$ cat src/rtl/cbus_pkg.sv
// Shared constants for the C-bus register bank: default data width and the
// destination codes, which double as the B-bus selector codes 0-6.
package cbus_pkg;

   localparam int WIDTH_DEF = 16;

   typedef enum logic [2:0] {
      DST_PC = 3'd0,
      DST_DR = 3'd1,
      DST_R1 = 3'd2,
      DST_R2 = 3'd3,
      DST_R3 = 3'd4,
      DST_R4 = 3'd5,
      DST_R5 = 3'd6,
      DST_AC = 3'd7
   } dst_e;

endpackage

$ cat src/rtl/inc_reg.sv
// Counting register used for PC, R1 and R2.
// Fixed priority: load > clear > increment; the increment wraps all-ones to 0.
module inc_reg
   import cbus_pkg::*;
#(
   parameter int WIDTH = WIDTH_DEF
) (
   input  logic             clk,
   input  logic             rst,
   input  logic             ld,
   input  logic [WIDTH-1:0] ld_val,
   input  logic             clr,
   input  logic             inc,
   output logic [WIDTH-1:0] q
);

   localparam logic [WIDTH-1:0] ONE = {{(WIDTH-1){1'b0}}, 1'b1};

   logic [WIDTH-1:0] val_d;
   logic [WIDTH-1:0] val_q;

   always_comb begin
      val_d = val_q;
      if (ld) begin
         val_d = ld_val;
      end else if (clr) begin
         val_d = '0;
      end else if (inc) begin
         val_d = val_q + ONE;
      end
   end

   always_ff @(posedge clk or posedge rst) begin
      if (rst) begin
         val_q <= '0;
      end else begin
         val_q <= val_d;
      end
   end

   assign q = val_q;

endmodule

$ cat src/rtl/cbus_reg_bank.sv
// C-bus write-back register bank: PC/DR/R1-R5/AC plus the AC zero flag.
// Optional build macro CBUS_CLR_EN adds the c_clr port (per-register clear).
module cbus_reg_bank
   import cbus_pkg::*;
#(
   parameter int WIDTH = WIDTH_DEF
) (
   input  logic             clk,
   input  logic             rst,
   input  logic             c_wr,
   input  logic [2:0]       c_flag,
   input  logic [WIDTH-1:0] C_bus,
   input  logic [2:0]       inc_flag,
   input  logic             mem_ld,
   input  logic [WIDTH-1:0] mem_data,
`ifdef CBUS_CLR_EN
   input  logic             c_clr,
`endif
   output logic [WIDTH-1:0] PC,
   output logic [WIDTH-1:0] DR,
   output logic [WIDTH-1:0] R1,
   output logic [WIDTH-1:0] R2,
   output logic [WIDTH-1:0] R3,
   output logic [WIDTH-1:0] R4,
   output logic [WIDTH-1:0] R5,
   output logic [WIDTH-1:0] AC,
   output logic             z_flag
);

   logic             clr_req;
   logic [7:0]       wr_hit;
   logic [7:0]       clr_hit;

   logic [WIDTH-1:0] dr_d, dr_q;
   logic [WIDTH-1:0] r3_d, r3_q;
   logic [WIDTH-1:0] r4_d, r4_q;
   logic [WIDTH-1:0] r5_d, r5_q;
   logic [WIDTH-1:0] ac_d, ac_q;
   logic             z_d, z_q;

   // A write on the same cycle as a clear always wins.
`ifdef CBUS_CLR_EN
   assign clr_req = c_clr & ~c_wr;
`else
   assign clr_req = 1'b0;
`endif

   always_comb begin
      wr_hit          = '0;
      clr_hit         = '0;
      wr_hit[c_flag]  = c_wr;
      clr_hit[c_flag] = clr_req;
   end

   function automatic logic [WIDTH-1:0] ld_or_clr(input logic [WIDTH-1:0] cur,
                                                  input logic             wr,
                                                  input logic             clr,
                                                  input logic [WIDTH-1:0] val);
      logic [WIDTH-1:0] nxt;
      nxt = cur;
      if (wr) begin
         nxt = val;
      end else if (clr) begin
         nxt = '0;
      end
      return nxt;
   endfunction

   inc_reg #(.WIDTH(WIDTH)) u_pc (
      .clk    (clk),
      .rst    (rst),
      .ld     (wr_hit[DST_PC]),
      .ld_val (C_bus),
      .clr    (clr_hit[DST_PC]),
      .inc    (inc_flag[0]),
      .q      (PC)
   );

   inc_reg #(.WIDTH(WIDTH)) u_r1 (
      .clk    (clk),
      .rst    (rst),
      .ld     (wr_hit[DST_R1]),
      .ld_val (C_bus),
      .clr    (clr_hit[DST_R1]),
      .inc    (inc_flag[1]),
      .q      (R1)
   );

   inc_reg #(.WIDTH(WIDTH)) u_r2 (
      .clk    (clk),
      .rst    (rst),
      .ld     (wr_hit[DST_R2]),
      .ld_val (C_bus),
      .clr    (clr_hit[DST_R2]),
      .inc    (inc_flag[2]),
      .q      (R2)
   );

   always_comb begin
      // The memory load path outranks any C-bus activity targeting DR.
      dr_d = mem_ld ? mem_data : ld_or_clr(dr_q, wr_hit[DST_DR], clr_hit[DST_DR], C_bus);
      r3_d = ld_or_clr(r3_q, wr_hit[DST_R3], clr_hit[DST_R3], C_bus);
      r4_d = ld_or_clr(r4_q, wr_hit[DST_R4], clr_hit[DST_R4], C_bus);
      r5_d = ld_or_clr(r5_q, wr_hit[DST_R5], clr_hit[DST_R5], C_bus);
      ac_d = ld_or_clr(ac_q, wr_hit[DST_AC], clr_hit[DST_AC], C_bus);
      z_d  = z_q;
      if (wr_hit[DST_AC] || clr_hit[DST_AC]) begin
         z_d = (ac_d == '0);
      end
   end

   always_ff @(posedge clk or posedge rst) begin
      if (rst) begin
         dr_q <= '0;
         r3_q <= '0;
         r4_q <= '0;
         r5_q <= '0;
         ac_q <= '0;
         z_q  <= 1'b1;
      end else begin
         dr_q <= dr_d;
         r3_q <= r3_d;
         r4_q <= r4_d;
         r5_q <= r5_d;
         ac_q <= ac_d;
         z_q  <= z_d;
      end
   end

   assign DR     = dr_q;
   assign R3     = r3_q;
   assign R4     = r4_q;
   assign R5     = r5_q;
   assign AC     = ac_q;
   assign z_flag = z_q;

endmodule

$ cat config.mk
export PLATFORM = sky130hd
export DESIGN_NAME = cbus_reg_bank
export DESIGN_NICKNAME = d
export VERILOG_FILES = /design/src/rtl/cbus_pkg.sv /design/src/rtl/inc_reg.sv /design/src/rtl/cbus_reg_bank.sv
export SDC_FILE = /design/constraint.sdc
export NUM_CORES = 1
export LEC_CHECK = 0
export ABC_AREA = 1
export CAP_MARGIN = 10
export CORE_MARGIN = 2
export CORE_UTILIZATION = 35
export CTS_BUF_LIST = sky130_fd_sc_hd__clkbuf_16
export CTS_CLUSTER_SIZE = 28
export DETAILED_ROUTE_END_ITERATION = 12
export GPL_ROUTABILITY_DRIVEN = 1
export GPL_TIMING_DRIVEN = 0
export PLACE_DENSITY = 0.57
export SYNTH_ARGS = -nofsm -noshare
export SYNTH_HDL_FRONTEND = slang
export SYNTH_SLANG_ARGS = --single-unit
$ cat constraint.sdc
create_clock -name clk -period 10.5 [get_ports clk]
set_clock_uncertainty 0.05 [all_clocks]
set_input_delay 2.1 -clock clk [delete_from_list [all_inputs] [get_ports clk]]
set_output_delay 2.1 -clock clk [all_outputs]
set_load 0.01 [all_outputs]
==> Word level (Yosys, flattened, before mapping) <==
Cells that the tools add are included.
{ "op_classes": {"n_addsub": 3, "order_cmp": 2, "mux": 11, "n_bitwise": 1, "reduce_logical": 6} }
{ "ops": {"columns": ["op", "n"], "rows": [
  ["$mux 16", 9],
  ["$add 16x1->16 const B", 3],
  ["$logic_not 16->1", 1],
  ["$and 8x8->8", 1],
  ["$reduce_bool 2->1", 4],
  ["$lt 3x4->1 const B", 1],
  ["$demux 1 s3", 1],
  ["$ge 3x1->1 const B", 1],
  ["$logic_and 1x1->1", 1],
  ["$mux 1", 1]
]} }
{ "word_totals": {"regBits": 129, "input_bits": 42, "out_inout_bits": 129, "elab_cells": 32} }

==> Logic depth before layout (Yosys ltp) <==
{ "logic_depth": {"ltp_word": 7, "ltp_mapped": 11, "mapped_depth_nobuf": 10} }

==> Hierarchy <==
From an unflattened synthesis, not the netlist that was laid out.
{ "hier_totals": {"hier_cells": 819, "hier_area_um2": 6721.4} }
{ "modules_own_cells": {"columns": ["mod", "instances", "cells_per_inst", "area_each_um2", "seq_area_each_um2"], "rows": [
  ["inc_reg", 3, 158, 1168.6, 400.4],
  ["cbus_reg_bank", 1, 345, 3215.6, 2028.2]
]} }

==> Least setup slack after synthesis <==
No wires, ideal clock.
{ "synth_timing": {"kind": "input to register", "start": "input c_flag[1]", "end": "register u_r2.val_q[8], in the netlist u_r2.q[8]", "setup_time_ns": 0.125, "t_arrival_ns": 2.899, "t_required_ns": 10.325, "path_slack_ns": 7.427, "path_stages": 8, "n_path_buf": 0, "path_cell_list": "inv_1 nor2_1 nand2_2 nand2_2 inv_2 nand2_1 o21ai_0 o21bai_1"} }
{ "synth_via": {"elab_chain_cells": 6, "elab_cells_between_ends": 8} }
{ "synth_rtl": {"columns": ["item", "line", "text"], "rows": [
  ["start: declaration", "cbus_reg_bank.sv:11", "input logic [2:0] c_flag,"],
  ["$lt 3x4->1 or $ge 3x1->1 (tied branches)", null, null],
  ["$logic_and 1x1->1", null, null],
  ["$mux 1", null, null],
  ["$demux 1 s3 (*)", null, null],
  ["$and 8x8->8 (no source line) (*)", null, null],
  ["$mux 16 or $reduce_bool 2->1 (tied branches)", null, null],
  ["end signal: assignment", "inc_reg.sv:37", "val_q <= val_d;"],
  ["end: declaration", "inc_reg.sv:20", "logic [WIDTH-1:0] val_q;"]
]} }
Mark *: on every way between the ends. The rest lies on a longest branch, timed or not.
A chain may end at the register's enable or synchronous reset.

==> Final worst setup path <==
{ "layout_timing": {"start": "register u_r1.val_q[6], in the netlist u_r1.q[6]", "end": "output R1[6]"} }
{ "layout_lines": {"columns": ["item", "line", "text"], "rows": [
  ["start: declaration", "inc_reg.sv:20", null],
  ["start signal: assignment", "inc_reg.sv:37", null],
  ["end: declaration", "cbus_reg_bank.sv:21", "output logic [WIDTH-1:0] R1,"]
]} }
No word-level cell between the ends.

==> summary.txt <==
Power and ir drop
  – Overall power: 1765 uW
  – Net Sw Frac: 0.3173
  – P per Cell Area: 201.4 mW/mm^2
  – P_sw: 560.1 uW
  – VDD IR max: 0.1155 mV
  – LEAKAGE: 0.004039 uW
  – Proportion of power drawn by flip-flops and latches: 0.399
  – Clk pwr share: 0.318
  – Pint: 1205 uW
  – Comb pwr share: 0.283

Global routing
  – GR Util All Layers: 0.2249
  – Global-route wire length before repair: 31370 um
  – Gr ovfl total: 0
  – Number of global-route vias before repair: 5461
  – Initial antenna violation count: 1
  – Largest net degree at the start of global routing: 73

Die
  – Die area: 0.01881 sq mm
  – Io pins: 171
  – Rows: 48
  – Die Y: 137.1 um
  – Die X: 137.1 um
  – Starting Density: 0.3587
  – Core area: 0.01730 sq mm

Timing
  – Max Slew Vio Count: 0
  – Final hold viol count: 0
  – Unrepaired setup endpoints after global routing: false
  – Final setup viols: 0
  – FMAX: 0.2752 GHz
  – Slew @ Worst Pin: 0.6803 ns
  – Minimum clock period: 3.634 ns
  – Period utilization: 0.3461
  – Max-slew headroom: 0.5465
  – TNS Setup: 0 ns

Logic synthesis
  – Number of flops mapped to enable cells by yosys: 0
  – YS warnings: 0
  – Synth cell types: 29
  – FF+latch count, synth: 129
  – Register area share after synthesis: 0.5205
  – Post-Syn Area: 0.006205 sq mm
  – Synthesized area per cell: 8.111 sq um
  – Post-synth ARST share: 1.000
  – Syn nets: 810
  – Ys flop type: dfrtp_1
  – Post-synthesis cell count: 765

Clock tree
  – # clock sinks: 129
  – CTS H-Tree Depth: 4
  – Clock root buffer: clkbuf_16
  – CTS tree: built
  – Maximum clock insertion buffer count: 2
  – CTS Hold Buffers Added: 0
  – Clock transition at path regs: 0.06 ns
  – Post-CTS Setup Repair Bufs: 0
  – CTS Buf Count: 17
  – Post-CTS sizing: 0
  – Worst skew pair latency: 0.42 ns

Layout
  – Final Util: 0.5066
  – Final Non-Filler Cells: 1192
  – Final layout net count: 999
  – Commonest non-fill, non-tap cell in the layout: nand2_1
  – Design area: 0.008762 sq mm
  – Layout area overhead: 41.22%
  – Layout cells sized above 1: 0.05797
  – Most frequent cells in the layout: nand2_1, clkdlybuf4s50_1, dfrtp_1, inv_1, o21ai_0

Critical path
  – Type of origin of the critical path: flop
  – Crit path DAT: 1.48 ns
  – CP Capture Type: primary output
  – Critical path's top delay family: buffers and inverters
  – R2r startpoint: u_r2.q[0]$_DFFE_PP0P_
  – Buf+Inv Stages, Crit Path: 1
  – R2R setup slack: 8.72 ns
  – Setup CP Type: flop to primary output
  – CP max FO: 6
  – Worst path slowest cell: clkdlybuf4s50_1
  – Worst path cell trace: clkdlybuf4s50_1
  – Slowest cell delay on critical path: 0.59 ns
  – CP Data Required Time: 8.35 ns
  – RR Endpoint: u_r2.q[10]$_DFFE_PP0P_
  – R2R cell count: 9

Routing
  – Total number of vias: 5884
  – Drt pass-1 iters: 5
  – Average vias per placed instance: 4.936
  – DR iter-0 viols: 450
  – Antenna viol nets, final: 0
  – Wire per inst: 17.17 um
  – DRC violations left: 0
  – DRT Wirelength: 20470 um

Hold path
  – WHS Path Cells: 2
  – Hold wc startpoint: z_flag$_DFFE_PP1P_
  – Hold Crit Class: flop to flop
  – Hold path endpoint: z_flag$_DFFE_PP1P_

Placed design
  – Post-DP HPWL: 14640 um
  – GPL Wtd Cong: 0.8742
  – Dpl cells: 1160
  – Dpl cell area: 0.008210 sq mm
  – Port bufs: 169

Flow run
  – Total of max-cap violations: 0

Outcome
  – Outcome: completed
-- state kept, by name, summed over array words and instances, names as in the netlist --
name    count
R3         16
R4         16
u_r2.q     16
R5         16
u_pc.q     16
u_r1.q     16
DR         16
z_flag      1
AC         16
-- Yosys cell counts (2+ instances only) --
master	count	area, sq um
a21oi_1	4	20.02
buf_2	3	15.01
buf_6	3	33.78
clkbuf_1	13	48.80
dfrtp_1	128	3203
ha_1	3	37.54
inv_1	85	319.1
inv_2	5	18.77
nand2_1	245	919.6
nand2_2	8	50.05
nand2_4	2	22.52
nand3_1	64	320.3
nand4_1	4	25.02
nor2_1	39	146.4
nor2_2	2	12.51
nor3_1	11	55.05
o211ai_1	8	60.06
o21ai_0	75	375.4
o21bai_1	9	67.56
o221ai_1	8	70.07
o22ai_1	17	106.4
xnor2_1	2	17.52
xor2_1	21	183.9
-- logic make-up (layout without fill, tap and decap cells) --
logic type,count (synthesis),in the layout,synth area share
AOI/OAI and AO/OA,122,122,0.1137
xor gates and xnor gates,23,23,0.03247
adders and majority gates,3,3,0.006050
buffers and inverters,111,312,0.07219
DFF,129,129,0.5205
other,0,1,0
and+or+nand+nor,377,377,0.2551
-- final cells by class --
class                      instances  area, sq um
fill                            1698         8534
sequential                       129         3229
multi-input combinational        525         2527
timing repair buffer             170         1719
clock buffer                      17        425.4
inverter                          91        347.8
tap                              225        281.5
clock inverter                    14        123.9
buffer                            20        105.1
antenna                            1        2.502
-- how the worst max path moves through the flow --
stage / from / to / slack [ns] / cells past startpoint
after floorplan: rst / AC[0]$_DFF_PP0_ / 4.91 / 1
after global placement: rst / DR[6]$_DFFE_PP0P_ / 2.78 / 2
after detailed placement: c_flag[0] / DR[9]$_DFFE_PP0P_ / 6.58 / 7
after CTS: u_r1.q[6]$_DFFE_PP0P_ / R1[6] / 6.85 / 1
after global routing: u_r1.q[6]$_DFFE_PP0P_ / R1[6] / 6.82 / 1
final: u_r1.q[6]$_DFFE_PP0P_ / R1[6] / 6.87 / 1
-- metrics by stage --
step,setup WS (ns),hold slack [ns]
3_3_place_gp,2.782,0.4091
6_report,6.866,0.4136
3_5_place_dp,6.579,0.4066
4_1_cts,6.854,0.4164
2_1_floorplan,4.911,0.4217
5_1_grt,6.816,0.4265
-- power groups by stage --
stage / sequential [uW] / clock, uW / combinational, uW
2_1_floorplan: 731 / 0 / 179
3_3_place_gp: 710 / 0 / 498
4_1_cts: 703 / 568 / 506
6_report: 704 / 561 / 500
5_1_grt: 717 / 594 / 557
3_5_place_dp: 710 / 0 / 504
-- per-layer routing --
| layer | track usage | wire [um] | vias to the layer above | share of wire |
|---|---|---|---|---|
| li1 | - | - | 2857 | - |
| met1 | 0.3219 | 9507 | 2778 | 0.46 |
| met2 | 0.3212 | 8892 | 226 | 0.43 |
| met3 | 0.07148 | 1694 | 23 | 0.083 |
| met4 | 0.07331 | 373 | 0 | 0.018 |
| met5 | 0 | 0 | - | 0 |
Power figures use the tool's default switching activity.
